$ cat config.mk
export PLATFORM = sky130hd
export DESIGN_NAME = ddr3_cmd_monitor
export DESIGN_NICKNAME = d
export VERILOG_FILES = /design/src/rtl/ddr3_pkg.sv /design/src/rtl/ddr3_bank_tracker.sv /design/src/rtl/ddr3_cmd_monitor.sv
export SDC_FILE = /design/constraint.sdc
export NUM_CORES = 1
export LEC_CHECK = 0
export ABC_AREA = 1
export CORE_UTILIZATION = 38
export CTS_CLUSTER_DIAMETER = 120
export DETAILED_ROUTE_END_ITERATION = 12
export SETUP_SLACK_MARGIN = 0.05
export SYNTH_ARGS = -nofsm -noshare
export SYNTH_HDL_FRONTEND = slang
export SYNTH_SLANG_ARGS = --single-unit
$ cat constraint.sdc
create_clock -name clk -period 8.3 [get_ports clk]
set_input_delay 0.83 -clock clk [delete_from_list [all_inputs] [get_ports clk]]
set_output_delay 0.83 -clock clk [all_outputs]
set_load 0.02 [all_outputs]
$ cat src/rtl/ddr3_pkg.sv
// ddr3_pkg: command encodings, error codes and monitor states shared by the DDR3 command monitor.
package ddr3_pkg;
    typedef enum logic [2:0] {
        CMD_MRS = 3'b000, CMD_REF = 3'b001, CMD_PRE = 3'b010, CMD_ACT = 3'b011,
        CMD_WR  = 3'b100, CMD_RD  = 3'b101, CMD_ZQC = 3'b110, CMD_NOP = 3'b111
    } cmd_e;

    typedef enum logic [2:0] {
        ERR_NONE = 3'd0, ERR_ORDER = 3'd1, ERR_TMRD = 3'd2, ERR_TMOD = 3'd3,
        ERR_ACT_OPEN = 3'd4, ERR_CLOSED = 3'd5, ERR_ZQ_BUSY = 3'd6, ERR_REF_OPEN = 3'd7
    } err_e;

    typedef enum logic [2:0] {
        ST_WAIT_CKE, ST_MRS_SEQ, ST_WAIT_ZQ, ST_ZQ_BUSY, ST_READY
    } state_e;

    // Init programs the mode registers in the order MR2, MR3, MR1, MR0.
    function automatic logic [2:0] mrs_expect(input logic [1:0] idx);
        return idx == 2'd0 ? 3'd2 : idx == 2'd1 ? 3'd3 : idx == 2'd2 ? 3'd1 : 3'd0;
    endfunction
endpackage

$ cat src/rtl/ddr3_bank_tracker.sv
// ddr3_bank_tracker: per-bank open flags with a hit flag for the addressed bank.
module ddr3_bank_tracker (
    input  logic       clk,
    input  logic       rst,
    input  logic       i_act,
    input  logic       i_pre,
    input  logic       i_pre_all,
    input  logic [2:0] i_ba,
    output logic [7:0] o_bank_open,
    output logic       o_hit
);
    logic [7:0] r_open;

    always_ff @(posedge clk or posedge rst)
        if (rst)
            r_open <= '0;
        else if (i_pre_all)
            r_open <= '0;
        else if (i_act)
            r_open[i_ba] <= 1'b1;
        else if (i_pre)
            r_open[i_ba] <= 1'b0;

    assign o_bank_open = r_open;
    assign o_hit       = r_open[i_ba];
endmodule

$ cat src/rtl/ddr3_cmd_monitor.sv
// ddr3_cmd_monitor: registers the DDR3 command bus, decodes commands, tracks init/mode/bank
// state and reports the highest-priority protocol violation per command.
module ddr3_cmd_monitor
    import ddr3_pkg::*;
#(
    parameter int TMRD    = 4,
    parameter int TMOD    = 12,
    parameter int TZQINIT = 512
) (
    input  logic        clk,
    input  logic        rst,
    input  logic        i_cke,
    input  logic        i_cs_n,
    input  logic        i_ras_n,
    input  logic        i_cas_n,
    input  logic        i_we_n,
    input  logic [2:0]  i_ba,
    input  logic [12:0] i_addr,
    output logic        o_cmd_valid,
    output logic [2:0]  o_cmd_code,
    output logic [12:0] o_mr0,
    output logic [12:0] o_mr1,
    output logic [12:0] o_mr2,
    output logic [12:0] o_mr3,
    output logic [7:0]  o_bank_open,
    output logic        o_init_done,
    output logic        o_err_valid,
    output logic [2:0]  o_err_code,
    output logic [7:0]  o_err_count
);
    localparam int ZW = $clog2(TZQINIT + 1);

    logic             r_cke, r_cs_n;
    logic [2:0]       r_cmd, r_ba;
    logic [12:0]      r_addr;
    state_e           r_state, w_state_nxt;
    logic [1:0]       r_seq;
    logic [9:0]       r_gap;
    logic [ZW-1:0]    r_zq;
    logic [3:0][12:0] r_mr;
    logic             w_live, w_mrs, w_busy, w_ready, w_seq_ok, w_zqcl, w_order, w_hit;
    logic             w_act, w_rdwr, w_ref, w_pre;
    logic [2:0]       w_err;

    always_ff @(posedge clk or posedge rst)
        if (rst) begin
            r_cke  <= 1'b0;
            r_cs_n <= 1'b1;
            r_cmd  <= CMD_NOP;
            r_ba   <= '0;
            r_addr <= '0;
        end else begin
            r_cke  <= i_cke;
            r_cs_n <= i_cs_n;
            r_cmd  <= {i_ras_n, i_cas_n, i_we_n};
            r_ba   <= i_ba;
            r_addr <= i_addr;
        end

    assign w_live   = r_cke && !r_cs_n && r_cmd != CMD_NOP;
    assign w_mrs    = w_live && r_cmd == CMD_MRS;
    assign w_act    = w_live && r_cmd == CMD_ACT;
    assign w_pre    = w_live && r_cmd == CMD_PRE;
    assign w_ref    = w_live && r_cmd == CMD_REF;
    assign w_rdwr   = w_live && (r_cmd == CMD_RD || r_cmd == CMD_WR);
    assign w_busy   = r_state == ST_ZQ_BUSY;
    assign w_ready  = r_state == ST_READY;
    assign w_seq_ok = r_state == ST_MRS_SEQ && r_ba == mrs_expect(r_seq);
    assign w_zqcl   = w_live && r_cmd == CMD_ZQC && r_addr[10] && r_state == ST_WAIT_ZQ;
    assign w_order  = w_live && !w_ready && (w_mrs ? !w_seq_ok : !w_zqcl);

    // A command k cycles after an MRS sees r_gap == k-1, hence the -1 on both limits.
    assign w_err = !w_live                               ? ERR_NONE     :
                   w_busy                                ? ERR_ZQ_BUSY  :
                   w_order                               ? ERR_ORDER    :
                   w_mrs && r_gap < 10'(TMRD - 1)        ? ERR_TMRD     :
                   !w_mrs && r_gap < 10'(TMOD - 1)       ? ERR_TMOD     :
                   w_act && w_hit                        ? ERR_ACT_OPEN :
                   w_rdwr && !w_hit                      ? ERR_CLOSED   :
                   w_ref && o_bank_open != '0            ? ERR_REF_OPEN : ERR_NONE;

    ddr3_bank_tracker u_banks (
        .clk         (clk),
        .rst         (rst),
        .i_act       (w_act && w_ready),
        .i_pre       (w_pre && w_ready && !r_addr[10]),
        .i_pre_all   (w_pre && w_ready && r_addr[10]),
        .i_ba        (r_ba),
        .o_bank_open (o_bank_open),
        .o_hit       (w_hit)
    );

    always_ff @(posedge clk or posedge rst)
        if (rst)
            r_state <= ST_WAIT_CKE;
        else
            r_state <= w_state_nxt;

    always_comb begin
        w_state_nxt = r_state;
        case (r_state)
            ST_WAIT_CKE: w_state_nxt = r_cke ? ST_MRS_SEQ : ST_WAIT_CKE;
            ST_MRS_SEQ:  w_state_nxt = w_mrs && w_seq_ok && r_seq == 2'd3 ? ST_WAIT_ZQ : ST_MRS_SEQ;
            ST_WAIT_ZQ:  w_state_nxt = w_zqcl ? ST_ZQ_BUSY : ST_WAIT_ZQ;
            ST_ZQ_BUSY:  w_state_nxt = r_zq <= ZW'(1) ? ST_READY : ST_ZQ_BUSY;
            default:     w_state_nxt = r_state;
        endcase
    end

    always_comb o_init_done = w_ready;

    always_ff @(posedge clk or posedge rst)
        if (rst) begin
            r_seq       <= '0;
            r_gap       <= '1;
            r_zq        <= '0;
            r_mr        <= '0;
            o_cmd_valid <= 1'b0;
            o_cmd_code  <= CMD_NOP;
            o_err_valid <= 1'b0;
            o_err_code  <= ERR_NONE;
            o_err_count <= '0;
        end else begin
            r_seq       <= w_mrs && w_seq_ok ? r_seq + 2'd1 : r_seq;
            r_gap       <= w_mrs && !w_busy ? '0 : r_gap != '1 ? r_gap + 10'd1 : r_gap;
            r_zq        <= w_zqcl ? ZW'(TZQINIT) : r_zq != '0 ? r_zq - ZW'(1) : r_zq;
            if (w_mrs && !w_busy && !r_ba[2])
                r_mr[r_ba[1:0]] <= r_addr;
            o_cmd_valid <= w_live;
            o_cmd_code  <= w_live ? r_cmd : CMD_NOP;
            o_err_valid <= w_err != ERR_NONE;
            o_err_code  <= w_err != ERR_NONE ? w_err : o_err_code;
            o_err_count <= w_err != ERR_NONE && o_err_count != 8'hFF ? o_err_count + 8'd1 : o_err_count;
        end

    assign o_mr0 = r_mr[0];
    assign o_mr1 = r_mr[1];
    assign o_mr2 = r_mr[2];
    assign o_mr3 = r_mr[3];
endmodule

==> flow_summary.toml, run 1 <==
[yosys]
ys_warn_count = 0
syn_inst = 592
seq_area_frac_synth_pct = 58.03
syn-cell-area_um2 = 5298
synth.distinct_cells = 35
synth_edf_count = 0
syn_nets = 622
async_reset_ff_share_pct = 100.0
ys_ff_latch = 122
synth_area_per_cell_um2 = 8.949
synth_ff_type = "dfrtp_1"

[floorplan]
rows = 42
core_um2 = 13400
die_w_um = 120.1
io_pins = 100
die-area_um2 = 14420
start_util_pct = 39.53
die_y_um = 120.1

[drt]
first_iter_violations = 323
vias = 4242
avgRoutedWirePerCell_um = 13.98
drc = 0
wirelength_um = 12400
via_per_inst = 4.782
ant_nets = 0
first_pass_iters = 4

[critical_path]
crit_top_cell = "inv_1"
regToRegStartpoint = "r_cmd[1]"
crit_chain = "inv_1 > nand3_1 > inv_1 > clkdlybuf4s50_1"
cp_max_fo = 6
path_delay_family = "buffers and inverters"
crit_required_ps = 7470
critPathLaunchType = "flop"
rrSetupSlack_ps = 6110
worstPathArrival_ps = 1850
r2r-end = "u_banks.o_bank_open[0]"
path_depth = 4
cpPeakStageDelay_ps = 610
critical_path_class = "flop to primary output"
r2r_cells = 5
worst_setup_path_end_kind = "primary output"
slowest_stage = "clkdlybuf4s50_1"
critPathBufInv = 3

[finish]
syn_to_final_growth_pct = 32.73
nets = 730
layout-drive-gt1-share_pct = 9.845
final_common_cell = "nand2_1"
diodes = 0
mostFrequentLayoutCells = "134 x nand2_1, 105 x dfrtp_1, 99 x clkdlybuf4s50_1"
final_util_pct = 52.47

[cts]
cts_root_buffer = "clkbuf_16"
worst_skew_pair.late_latency_ps = 420
clock_sinks = 122
cts_buffer_depth = 2
cts_tree = "built"
clk_pin_slew_ps = 50
cts-resized-gates = 0
htreeDepth = 4
post_cts_buffers = 0
ctsHoldBuffers = 0
cts_made_buffers = 17

[sta]
finClkSkew_ps = 8.160
rsz0062_at_grt = "no"
max_freq_ghz = 0.3725
slew_headroom_pct = 24.05
postLayoutSetupSlackWorst_ps = 5615
fin_tns_setup_ps = 0
finalSetupViolCount = 0
final_max_slew_viol_count = 0
hold_viol = 0
timing.final.crit_share_pct = 32.35
worst_pin_slew_ps = 1131
post-route-min-period_ps = 2685

[hold_path]
hold_depth = 2
hold_path.startpoint = "o_mr1[10]"
min-delay-path-class = "flop to flop"
whs_endpoint = "o_mr1[10]"

[flow_run]
cap_violations = 0

[power_and_ir_drop]
p_leak_nw = 3.287
powerDensity_nw_per_um2 = 243.6
vdd_ir_drop_max_uv = 143.0

[global_routing]
grt_use_total_pct = 18.80
grt_pass1_wl_um = 20610
grt_pass1_vias = 4252
grt_start_max_net_pins = 74
antenna_found_initial = 0
grt_overflow_total = 0

[outcome]
status = "finished, final reports clean"

[place]
pre_cts_slack_ps = 5554
port_buffers = 99
post-dp-hpwl_um = 8605
place_congestion = 0.8196
## flip-flops by register name, summed over array words and instances (netlist names)
name / count
o_mr2: 13
o_mr3: 13
r_addr: 13
r_state: 3
o_cmd_valid: 1
r_cmd: 3
r_ba: 3
r_cs_n: 1
r_gap: 10
r_cke: 1
o_cmd_code: 3
o_mr0: 13
u_banks.o_bank_open: 8
o_err_valid: 1
r_seq: 2
r_zq: 10
o_mr1: 13
o_err_count: 8
o_err_code: 3
## cells in the mapped netlist, types with 3 or more instances
| cell | n | area (um2) |
|---|---|---|
| dfstp_2 | 17 | 446.7 |
| nand2_2 | 11 | 68.82 |
| nand2_1 | 134 | 503.0 |
| nor3_1 | 11 | 55.05 |
| xor2_1 | 9 | 78.83 |
| nor2_1 | 49 | 183.9 |
| dfrtp_1 | 105 | 2628 |
| inv_1 | 72 | 270.3 |
| ha_1 | 7 | 87.58 |
| nand4_1 | 4 | 25.02 |
| clkbuf_1 | 10 | 37.54 |
| o21ai_0 | 77 | 385.4 |
| nand3_1 | 40 | 200.2 |
| o21ai_1 | 4 | 20.02 |
| nand2_4 | 3 | 33.78 |
| a21oi_1 | 10 | 50.05 |
| o31ai_1 | 3 | 22.52 |
| inv_2 | 4 | 15.01 |
## worst register-to-register path, cell delays in order, from the launching register on
cell	delay [ps]
dfstp_2	540
clkinv_1	170
nor3_1	950
nand2_1	150
o21ai_0	200
a21oi_1	60
## metal layers
metal  share of wire [%]  up-vias  routed length, um  track usage, %
li1                    -     2113                  -               -
met1                  44     1999               5411           23.12
met2                  47      119               5848           29.02
met3                 8.1       11               1000           7.937
met4                 1.1        0                137           7.500
met5                   0        -                  0               0
## per-stage QoR
step | area, um2 | hold WS [ps] | total power [mW] | std cells
finish | 7032 | 481.2 | 1.713 | 887
global route | 7032 | 504.3 | 1.804 | 887
CTS | 7032 | 486.7 | 1.734 | 887
detailed placement | 6470 | 472.9 | 1.022 | 857
global placement | 6470 | 466.5 | 1.015 | 857
floorplan | 5298 | 455.0 | 0.8976 | 592
## worst max path at each step
stage / start / to / slack (ps)
after floorplan: rst / o_cmd_valid / 4260
after global placement: rst / r_ba[1] / 5600
after detailed placement: rst / u_banks.o_bank_open[7] / 5550
after CTS: r_state[1] / o_init_done / 5570
after global routing: r_state[1] / o_init_done / 5500
final: r_state[1] / o_init_done / 5620
## final cells by class
cell class | instances | area, um2
clock buffer | 23 | 467.9
clock inverter | 7 | 93.84
fill | 1218 | 6369
inverter | 78 | 297.8
multi-input combinational | 381 | 1879
sequential | 122 | 3074
tap | 176 | 220.2
timing repair buffer | 100 | 998.5
## cell families (layout without fill, tap and decap cells)
group           Yosys count  after routing  share of synthesized area, %
compound gates          101            101                         10.23
xor+xnor                 11             11                         1.819
fa+ha+maj                 7              7                         1.653
buf+inv                  89            208                         6.495
flops                   122            122                         58.03
simple gates            262            262                         21.78
## report_power, final
group          switching, mW  leakage, nW  internal, mW
clock network          0.249        0.269         0.453
logic                  0.169         1.44         0.126
registers             0.0460         1.57         0.670
No activity file was read; power rests on OpenSTA's default activity.
==> run 2, diff against run 1 <==
==> constraint.sdc (replaced) <==
create_clock -name clk -period 2.6 [get_ports clk]
set_input_delay 0.26 -clock clk [delete_from_list [all_inputs] [get_ports clk]]
set_output_delay 0.26 -clock clk [all_outputs]
set_load 0.02 [all_outputs]
==> run 2 against run 1 <==
  * Clock skew up 0.61 ps
  * Count of clock-buffer cells in the layout fell by 3
  * Sequential cell count unchanged
  * Global-route usage rose by 0.26 points
  * Largest cell class unchanged
  * Largest power group unchanged
  * Highest routed layer unchanged
==> flow_summary.toml, run 2 (synthesized netlist as in run 1, its figures left out) <==
[place]
port_buffers = 99
dp_cells = 858
post-dp-hpwl_um = 8687
post_dp_cell_area_um2 = 6491
place_congestion = 0.8210
pre_cts_slack_ps = 470.6

[cts]
cts_buffer_depth = 2
clock_sinks = 122
ctsHoldBuffers = 0
cts_made_buffers = 17
cts_tree = "built"
post_cts_buffers = 0
worst_skew_pair.late_latency_ps = 420
clk_pin_slew_ps = 60
htreeDepth = 4
cts-resized-gates = 0
cts_root_buffer = "clkbuf_16"

[power_and_ir_drop]
power_switching_share_pct = 28.50
totalPowerFinal_mw = 5.511
power.share.clock_pct = 41.2
p_leak_nw = 3.306
switchingPower_mw = 1.571
vdd_ir_drop_max_uv = 544.2
powerDensity_nw_per_um2 = 779.0
power_frac_comb_pct = 17.2
pwr-share-seq_pct = 41.6
cellInternalPower_mw = 3.940

[critical_path]
critPathLaunchType = "flop"
crit_chain = "inv_1 > ha_1 > inv_1 > nand2_1 > nand3_1 > nor2_1 > nand3_2 > nand2_2 > nand2_1 > nand2_1 > nand2_2 > nand2_2 > inv_2 > nand2_4 > nand2_4 > nand2_1 > nand2_1"
path_delay_family = "simple AND/OR/NAND/NOR gates"
rrSetupSlack_ps = 460
critPathBufInv = 3
cpPeakStageDelay_ps = 370
crit_required_ps = 2900
worst_setup_path_end_kind = "flop"
worstPathArrival_ps = 2450
cp_max_fo = 10
r2r_cells = 17
crit_top_cell = "nand2_1"
path_depth = 17
slowest_stage = "dfrtp_1"
critical_path_class = "flop to flop"

[finish]
layout-drive-gt1-share_pct = 10.78
syn_to_final_growth_pct = 33.54
diodes = 0
fin_cells = 890
design_area_um2 = 7074
nets = 731
final_common_cell = "nand2_1"
mostFrequentLayoutCells = "134 x nand2_1, 105 x dfrtp_1, 99 x clkdlybuf4s50_1"
final_util_pct = 52.79

[hold_path]
hold_depth = 1
min-delay-path-class = "input port to flop"

[sta]
final_max_slew_viol_count = 0
slew_headroom_pct = 54.32
post-route-min-period_ps = 2142
max_freq_ghz = 0.4668
finalSetupViolCount = 0
hold_viol = 0
worst_hold_slack_ps = 264.0
fin_tns_setup_ps = 0
worst_pin_slew_ps = 685.2
finClkSkew_ps = 8.773
timing.final.crit_share_pct = 82.39
postLayoutSetupSlackWorst_ps = 457.9
rsz0062_at_grt = "no"

[drt]
avgRoutedWirePerCell_um = 14.12
ant_nets = 0
vias = 4271
first_iter_violations = 242
wirelength_um = 12570
via_per_inst = 4.799
first_pass_iters = 4
drc = 0

[flow_run]
cap_violations = 0

[floorplan]
die_y_um = 120.1
start_util_pct = 39.53
core_um2 = 13400
die-area_um2 = 14420
die_w_um = 120.1
rows = 42
io_pins = 100

[global_routing]
grt_pass1_vias = 4290
grt_use_total_pct = 19.05
grt_overflow_total = 0
grt_start_max_net_pins = 123
antenna_found_initial = 0
grt_pass1_wl_um = 20930

[outcome]
status = "finished, final reports clean"
run 2: cell count changes in the layout (fill, tap and decap cells not counted), sizes merged:
| cell | change |
|---|---|
| clkbuf | -3 |
| inv | +1 |
| bufinv | -1 |
| buf | +1 |
| clkinv | +4 |
| clkinvlp | +1 |
run 2: cell type report:
cell class              count  area (um2)
clock inverters            12       116.4
repair buffers            101        1018
flip-flops and latches    122        3074
fillers                  1240        6326
multi-input cells         381        1879
inverters                  78       299.0
clock buffers              20       466.7
well taps                 176       220.2
run 2: power by group through the flow:
stage	registers, mW	clock network (mW)	logic (mW)
5_1_grt	2.32	2.43	1.05
3_5_place_dp	2.32	0	0.954
3_3_place_gp	2.31	0	0.930
2_1_floorplan	2.43	0	0.440
4_1_cts	2.29	2.33	0.964
6_report	2.29	2.27	0.949
run 2: final timing paths:
kind	start	endpoint
min in group asynchronous	rst	o_mr0[11]
hold / removal	i_cs_n	r_cs_n
setup reg to reg	r_seq[0]	o_err_count[7]
hold reg to reg	o_mr3[9]	o_mr3[9]
setup / recovery	r_seq[0]	o_err_count[7]
max in group asynchronous	rst	u_banks.o_bank_open[1]
run 2: worst register-to-register path, cell delays in order (launching register included):
cell and delay [ps]:
dfrtp_1 370, inv_1 90, ha_1 300, inv_1 60
nand2_1 60, nand3_1 80, nor2_1 150, nand3_2 150
nand2_2 110, nand2_1 50, nand2_1 60, nand2_2 70
nand2_2 80, inv_2 50, nand2_4 120, nand2_4 100
nand2_1 90, nand2_1 50
run 2: metal layers:
metal / up-vias / global-route usage [%] / part of all wire (%)
met5: - / 0 / 0
li1: 2116 / - / -
met4: 0 / 7.813 / 1.8
met1: 2030 / 23.44 / 43
met3: 16 / 8.555 / 8.5
met2: 109 / 28.95 / 46
